--- src/rtl/core_boot_pkg.sv ---
// Shared encodings for the s_core boot/run sequencer: host command codes and FSM states.
package core_boot_pkg;

  typedef enum logic [1:0] {
    CMD_WR_IMEM = 2'd0,
    CMD_WR_REG  = 2'd1,
    CMD_SET_PC  = 2'd2,
    CMD_RUN     = 2'd3
  } cmd_e;

  typedef enum logic [1:0] {
    ST_LOAD = 2'd0,
    ST_ARM  = 2'd1,
    ST_RUN  = 2'd2,
    ST_DONE = 2'd3
  } state_e;

endpackage

--- src/rtl/core_boot_wdog.sv ---
// Run-cycle counter (clear, saturating increment) and run-limit compare.
// The limit compare exists only when CORE_BOOT_WDOG_EN is defined.
module core_boot_wdog
  import core_boot_pkg::*;
#(
  parameter int CNT_W = 16
) (
  input  logic             clk,
  input  logic             rst,
  input  logic             clr_i,
  input  logic             en_i,
  input  logic [CNT_W-1:0] run_limit_i,
  output logic [CNT_W-1:0] run_cycles_o,
  output logic             limit_hit_o
);

  logic [CNT_W-1:0] cnt_q, cnt_d;

  // NOTE: every variable assigned in always_comb gets a default first, so no latch is inferred.
  always_comb begin
    cnt_d = cnt_q;
    if (clr_i) begin
      cnt_d = '0;
    end else if (en_i && (cnt_q != '1)) begin
      cnt_d = cnt_q + CNT_W'(1);
    end
  end

  // NOTE: sequential state uses non-blocking assignments so all flops update together at the edge.
  always_ff @(posedge clk) begin
    if (rst) cnt_q <= '0;
    else     cnt_q <= cnt_d;
  end

  assign run_cycles_o = cnt_q;

`ifdef CORE_BOOT_WDOG_EN
  // Fires in the RUN cycle whose closing edge brings the count up to the limit.
  assign limit_hit_o = en_i && (run_limit_i != '0) && ((cnt_q + CNT_W'(1)) == run_limit_i);
`else
  logic unused_run_limit;
  assign unused_run_limit = ^run_limit_i;
  assign limit_hit_o      = 1'b0;
`endif

endmodule

--- src/rtl/core_boot_ctrl.sv ---
// Boot/run sequencer for s_core: loads imem/regs/start PC in setup mode, runs until
// halt PC, abort, or run limit (limit only with CORE_BOOT_WDOG_EN defined).
module core_boot_ctrl
  import core_boot_pkg::*;
#(
  parameter int ADDR_W = 32,
  parameter int DATA_W = 32,
  parameter int REG_AW = 5,
  parameter int CNT_W  = 16
) (
  input  logic              clk,
  input  logic              rst,
  input  logic              h_valid,
  output logic              h_ready,
  input  logic [1:0]        h_cmd,
  input  logic [ADDR_W-1:0] h_addr,
  input  logic [DATA_W-1:0] h_data,
  input  logic              abort,
  input  logic [ADDR_W-1:0] halt_addr,
  input  logic [CNT_W-1:0]  run_limit,
  input  logic [ADDR_W-1:0] core_pc,
  output logic              core_setup,
  output logic [ADDR_W-1:0] core_start_addr,
  output logic [ADDR_W-1:0] core_imem_addr,
  output logic [DATA_W-1:0] core_imem_data,
  output logic [REG_AW-1:0] core_reg_addr,
  output logic [DATA_W-1:0] core_reg_data,
  output logic              busy,
  output logic              done,
  output logic              halted,
  output logic              timeout,
  output logic              aborted,
  output logic [CNT_W-1:0]  run_cycles
);

  state_e            state_q;
  logic              setup_q, h_ready_q, busy_q, done_q;
  logic              halted_q, timeout_q, aborted_q;
  logic [ADDR_W-1:0] start_q, imem_addr_q;
  logic [DATA_W-1:0] imem_data_q, reg_data_q;
  logic [REG_AW-1:0] reg_addr_q;
  logic              pc_match, limit_hit;

  assign pc_match = (core_pc == halt_addr);

  core_boot_wdog #(.CNT_W(CNT_W)) u_wdog (
    .clk          (clk),
    .rst          (rst),
    .clr_i        (state_q == ST_ARM),
    .en_i         (state_q == ST_RUN),
    .run_limit_i  (run_limit),
    .run_cycles_o (run_cycles),
    .limit_hit_o  (limit_hit)
  );

  always_ff @(posedge clk) begin
    if (rst) begin
      state_q     <= ST_LOAD;
      setup_q     <= 1'b1;
      h_ready_q   <= 1'b1;
      busy_q      <= 1'b0;
      done_q      <= 1'b0;
      halted_q    <= 1'b0;
      timeout_q   <= 1'b0;
      aborted_q   <= 1'b0;
      start_q     <= '0;
      imem_addr_q <= '0;
      imem_data_q <= '0;
      reg_addr_q  <= '0;
      reg_data_q  <= '0;
    end else begin
      case (state_q)
        // Load ports hold between commands; the core rewrites the same data harmlessly.
        ST_LOAD, ST_DONE: begin
          if (h_valid && h_ready_q) begin
            state_q   <= ST_LOAD;
            done_q    <= 1'b0;
            halted_q  <= 1'b0;
            timeout_q <= 1'b0;
            aborted_q <= 1'b0;
            case (cmd_e'(h_cmd))
              CMD_WR_IMEM: begin
                imem_addr_q <= h_addr;
                imem_data_q <= h_data;
              end
              CMD_WR_REG: begin
                reg_addr_q <= h_addr[REG_AW-1:0];
                reg_data_q <= h_data;
              end
              CMD_SET_PC: start_q <= h_addr;
              CMD_RUN: begin
                state_q   <= ST_ARM;
                h_ready_q <= 1'b0;
                busy_q    <= 1'b1;
              end
              default: ;
            endcase
          end
        end
        ST_ARM: begin
          state_q <= ST_RUN;
          setup_q <= 1'b0;
        end
        ST_RUN: begin
          if (abort || pc_match || limit_hit) begin
            state_q   <= ST_DONE;
            setup_q   <= 1'b1;
            h_ready_q <= 1'b1;
            busy_q    <= 1'b0;
            done_q    <= 1'b1;
            aborted_q <= abort;
            halted_q  <= !abort && pc_match;
            timeout_q <= !abort && !pc_match && limit_hit;
          end
        end
        default: state_q <= ST_LOAD;
      endcase
    end
  end

  assign h_ready         = h_ready_q;
  assign core_setup      = setup_q;
  assign busy            = busy_q;
  assign done            = done_q;
  assign halted          = halted_q;
  assign timeout         = timeout_q;
  assign aborted         = aborted_q;
  assign core_start_addr = start_q;
  assign core_imem_addr  = imem_addr_q;
  assign core_imem_data  = imem_data_q;
  assign core_reg_addr   = reg_addr_q;
  assign core_reg_data   = reg_data_q;

endmodule

--- config.mk ---
export PLATFORM = sky130hd
export DESIGN_NAME = core_boot_ctrl
export DESIGN_NICKNAME = d
export VERILOG_FILES = /design/src/rtl/core_boot_pkg.sv /design/src/rtl/core_boot_wdog.sv /design/src/rtl/core_boot_ctrl.sv
export SDC_FILE = /design/constraint.sdc
export NUM_CORES = 1
export LEC_CHECK = 0
export BUFFER_PORTS_ARGS = -buffer_cell sky130_fd_sc_hd__buf_2
export CORE_UTILIZATION = 46
export CTS_BUF_LIST = sky130_fd_sc_hd__clkbuf_16
export DETAILED_ROUTE_END_ITERATION = 10
export GPL_ROUTABILITY_DRIVEN = 1
export HOLD_SLACK_MARGIN = 0.12
export PLACE_DENSITY_LB_ADDON = 0.25
export SLEW_MARGIN = 20
export SYNTH_ARGS = -nofsm -noshare
export SYNTH_HDL_FRONTEND = slang
export SYNTH_SLANG_ARGS = --single-unit
export TNS_END_PERCENT = 1
--- constraint.sdc ---
create_clock -name clk -period 2.15 [get_ports clk]
set_input_delay 0.215 -clock clk [delete_from_list [all_inputs] [get_ports clk]]
set_output_delay 0.215 -clock clk [all_outputs]
set_load 0.02 [all_outputs]
* After elaboration in Yosys (flattened, before gate mapping)
Index checks and enable logic that the tools add are counted.
** Word-level totals
- Flip-flop bits (word level) :: 158
- Input bits :: 150
- Logic and storage cells :: 64
** Cells by class
- Add/sub/neg operators :: 1
- Eq/ne operators :: 11
- Multiplexer cells :: 20
- Reduce and logical (&&, ||, !) cells :: 18
** Operators with widths (count)
- $eq A32 B32 Y1 :: 1
- $add A16 B1 Y16 const B :: 1
- $ne A16 B16 Y1 const B :: 1
- $pmux W1 S2 :: 7
- $reduce_and A3 Y1 :: 4
- $mux W1 :: 10
- $eq A2 B2 Y1 const B :: 4
- $pmux W2 S3 :: 1
- $eq A2 B1 Y1 const B :: 2
- $logic_not A2 Y1 :: 2
- $mux W2 :: 2
- $ne A2 B2 Y1 const B :: 2
- $reduce_and A2 Y1 :: 2
- $reduce_and A4 Y1 :: 1
- $reduce_bool A2 Y1 :: 2
- $reduce_or A2 Y1 :: 2
- $logic_and A1 B1 Y1 :: 3
- $ne A2 B1 Y1 const B :: 1
- $logic_not A1 Y1 :: 1
- $logic_or A1 B1 Y1 :: 1

* Depth between registers and ports, before layout
- Depth after elaboration :: 4
- Mapped depth :: 9

* Hierarchy
Synthesis repeated with hierarchy kept, for this count alone.
** Unflattened totals
- Cells, all modules :: 780
- Area, all modules :: 6247.2 um^2
** By module, submodules not included
- core_boot_ctrl :: instances 1, cells an instance 676, area an instance 5318.9 um^2
- core_boot_wdog :: instances 1, cells an instance 104, area an instance 928.4 um^2

* Worst setup path before layout
No wires, ideal clock.
- Path type :: flip-flop to flip-flop
- From :: reg state_q[0]
- To :: reg reg_data_q[10], in the netlist core_reg_data[10]
- Setup time :: 0.132 ns
- Arrival :: 1.695 ns
- Data required time :: 2.018 ns
- Path slack :: 0.323 ns
- Cell stages (with the launch flop) :: 9
- Buffers on the path :: 2
- Clock period less this slack :: 1.827 ns
- Cell sequence :: dfxtp_1 -> inv_1 -> ha_1 -> nand3_4 -> or3b_1 -> buf_2 -> buf_6 -> nand2_1 -> a21oi_1
** On the way
- Word-level cells in the longest chain between the ends :: 3
- Elaborated cells between the ends (all ways) :: 4
- Those cells by class :: eq/ne: 1; reduce/logical: 3
** RTL lines
- from (decl) :: line core_boot_ctrl.sv:36 : state_e state_q;
- from (signal assigned) :: line core_boot_ctrl.sv:58 : state_q <= ST_LOAD;
- from (signal assigned) :: line core_boot_ctrl.sv:76 : state_q <= ST_LOAD;
- from (signal assigned) :: line core_boot_ctrl.sv:92 : state_q <= ST_ARM;
- $eq A2 B2 Y1 / $logic_not A2 Y1 (equally long branches) :: line core_boot_ctrl.sv:72 : case (state_q)
- $reduce_or A2 Y1 (*) :: line core_boot_ctrl.sv:72
- $reduce_and A3 Y1 (no source line) (*)
- to (signal assigned) :: line core_boot_ctrl.sv:88 : reg_data_q <= h_data;
- to (decl) :: line core_boot_ctrl.sv:40 : logic [DATA_W-1:0] imem_data_q, reg_data_q;
Every way passes the cells marked *; elsewhere a longest branch is shown, timed or not.
A chain may end at the register's enable or synchronous reset.

* Worst setup path after layout
- From :: reg state_q[0]
- To :: reg imem_data_q[4], in the netlist core_imem_data[4]
** On the way
- Word-level cells in the longest chain between the ends :: 3
- Elaborated cells between the ends (all ways) :: 4
- Those cells by class :: eq/ne: 1; reduce/logical: 3
** RTL lines
- $eq A2 B2 Y1 / $logic_not A2 Y1 (equally long branches) :: line core_boot_ctrl.sv:72
- $reduce_or A2 Y1 (*) :: line core_boot_ctrl.sv:72
- $reduce_and A3 Y1 (no source line) (*)
- to (signal assigned) :: line core_boot_ctrl.sv:84 : imem_data_q <= h_data;
- to (decl) :: line core_boot_ctrl.sv:40
Marks and branches as above.

==> reports/qor.csv <==
metric,value,unit
Tmin final,2.03,ns
Pwr Density,824,nW/um2
Mapped Cells,774,
Clock Pin Slew Worst Setup and Hold Paths,0.06,ns
largest net degree at the start of global routing,87,
Synth Flop Type,dfxtp_1,
critical path arrival,2.32,ns
Pre-antenna DRT Iters,5,
die height,119,um
Peak VDD IR,0.486,mV
area delta synth->final,44.1,%
"Data required, critical path",2.44,ns
Starting Density,47.3,%
first-pass GRT wire length,29600,um
met3 wire length,1360,um
post-route setup TNS,0,ns
CTS resizes,0,
core footprint,13300,um2
vias in the first global route,6337,
HP Start,rst,
deepest level of the CTS H-tree,4,
TritonCTS clock tree,yes,
"FF+latch count, synth",157,
CTS Sinks,157,
CP max FO,22,
Finished Layout Cells,1296,
"top cells by area, synth","dfxtp_1, nand2_1, a21oi_1, xor2_1, buf_2",
Netlist cell types,59,
synthesized area per cell,8.13,um2
leading area contributor after synthesis,dfxtp_1,
max frequency,492,MHz
Finished Cell Area,9070,um2
Clock Latency Late Sink,0.42,ns
DIE WIDTH,119,um
period utilization,94.5,%
Synth warnings,0,
Hold WC Path Type,in2reg,
Buffers on Ports,288,
Mapped Area,6290,um2
met2 wire len,9070,um
Die ar.,14200,um2
footprint of the multi-input gates,2870,um2
CP Launch Type,flop,
Final Hold Fails,0,
total grt overflow,0,
Worst Setup SP,state_q[0],
Fillers,1088,
RSZ-0062 raised after global routing,no,
clk root buf,clkbuf_16,
CP endpoint kind,flop,
top post-synthesis cells by count,"nand2_1, dfxtp_1, a21oi_1, xor2_1",
R2R Path Start,state_q[0],
HPWL Detailed,11900,um
top-area cell type share of the netlist area,49.9,%
syn nets,927,
clock skew,0.00918,ns
share of layout cells above drive strength 1,30.4,%
Design Power,0.00748,W
total global routing track utilization,26.1,%
vias per cell,5.02,
path type of the worst setup path,reg2reg,
Reg area,3140,um2
row count,42,
IO Count,306,
final WL,18400,um
post-synthesis sequential area ratio,49.9,%
Inst Count DP,1200,
DR vias,6508,
# Max-Cap Violations,0,
Initial DRC Count,412,
Leak,4.03,nW
wire per inst,14.2,um
area of placed instances,7890,um2
status,"complete, no violations",
DR top layer,met4,
"antenna viol nets, final",0,
nets,1261,
Post-synth EDFFs,0,
met1 WL,7690,um
DRC viols,0,
"count leader, synth",nand2_1,
asr flop ratio synth,0,%
Final Setup Violations,0,
clk buf depth,2,
Slew Limit Fails,0,
Placer Congestion,0.818,
total CTS buffers,17,
initial antenna violation count,0,
ant diodes,0,
-- worst paths after layout --
check                       end  depth (start not counted)  slack [ns]
max           core_imem_data[4]                          7        0.12
min          core_start_addr[8]                          2        0.18
max reg2reg   core_imem_data[4]                          7        0.12
min reg2reg  core_start_addr[2]                          2        0.45
-- where the power goes --
part           total [W]  leakage [nW]  internal, W  switching [W]
Clock            0.00273         0.265      0.00156        0.00116
Sequential       0.00321          1.27      0.00311       0.000103
Combinational    0.00154          2.49     0.000599       0.000941
-- flip-flops by register name (all words and copies together), names as in the netlist --
name / cells
core_imem_addr: 32
core_imem_data: 32
core_reg_data: 32
core_start_addr: 32
u_wdog.run_cycles_o: 16
core_reg_addr: 5
state_q: 2
aborted: 1
busy: 1
core_setup: 1
done: 1
h_ready: 1
halted: 1
-- layout by cell type (no fill, tap or decap), types with 3 or more instances in the layout --
cell             n
nand3_1          3
dlygate4sd3_1   65
xor2_1          37
inv_1           14
a211oi_1         3
nand4_1          6
or3_1            3
dfxtp_1        157
nor4_1           8
clkbuf_16       17
buf_12           8
buf_4            4
a31oi_1          3
nand2_1        280
clkinvlp_4       4
ha_1             3
nor2_1          14
o21ai_0          5
a21oi_1        141
buf_2          287
-- critical path, stage by stage (launching register included) --
cell     delay (ns)
dfxtp_1        0.35
inv_1          0.05
ha_1           0.43
nand3_4        0.16
or3_2          0.49
buf_4          0.24
nand2_1        0.10
a21oi_1        0.07
-- cells by family (layout without fill, tap and decap cells) --
kind of cell,after synthesis,after routing,share of synthesized area (%)
flip-flops,157,157,49.9
AO/OA/AOI/OAI,172,172,15.5
XOR/XNOR,39,39,5.43
other,1,1,0.0596
multiplexers,1,1,0.159
buffers and inverters,58,404,4.57
AND/OR/NAND/NOR,343,343,23.7
adder cells (fa/ha/maj),3,3,0.596
-- routing by layer --
metal | up-vias | GRT usage [%]
li1 | 3240 | -
met1 | 3000 | 30.2
met2 | 246 | 45.6
met3 | 22 | 7.66
met4 | 0 | 8.70
met5 | - | 0
-- cell type report --
cell class / instances / area share, %
Inverter: 9 / 0.372
Sequential cell: 157 / 34.6
Tap cell: 176 / 2.43
Timing Repair Buffer: 364 / 25.1
Clock buffer: 17 / 4.69
Multi-Input combinational cell: 559 / 31.6
Clock inverter: 14 / 1.20
-- per-stage QoR --
step                utilization (%)  hold WS [ns]  worst slack (ns)
finish                         68.2         0.175             0.119
global route                   68.2         0.176            0.0301
CTS                            68.2         0.147             0.124
detailed placement             59.3         0.443             0.143
global placement               59.3         0.438             0.165
floorplan                         -         0.351             0.323
-- what timing repair did --
action | 4_1_cts | 5_1_grt
endpoints found under the hold margin | 135 | 0
hold buffers | 65 | 0
setup buffers | 0 | 0
Power figures use the tool's default switching activity.
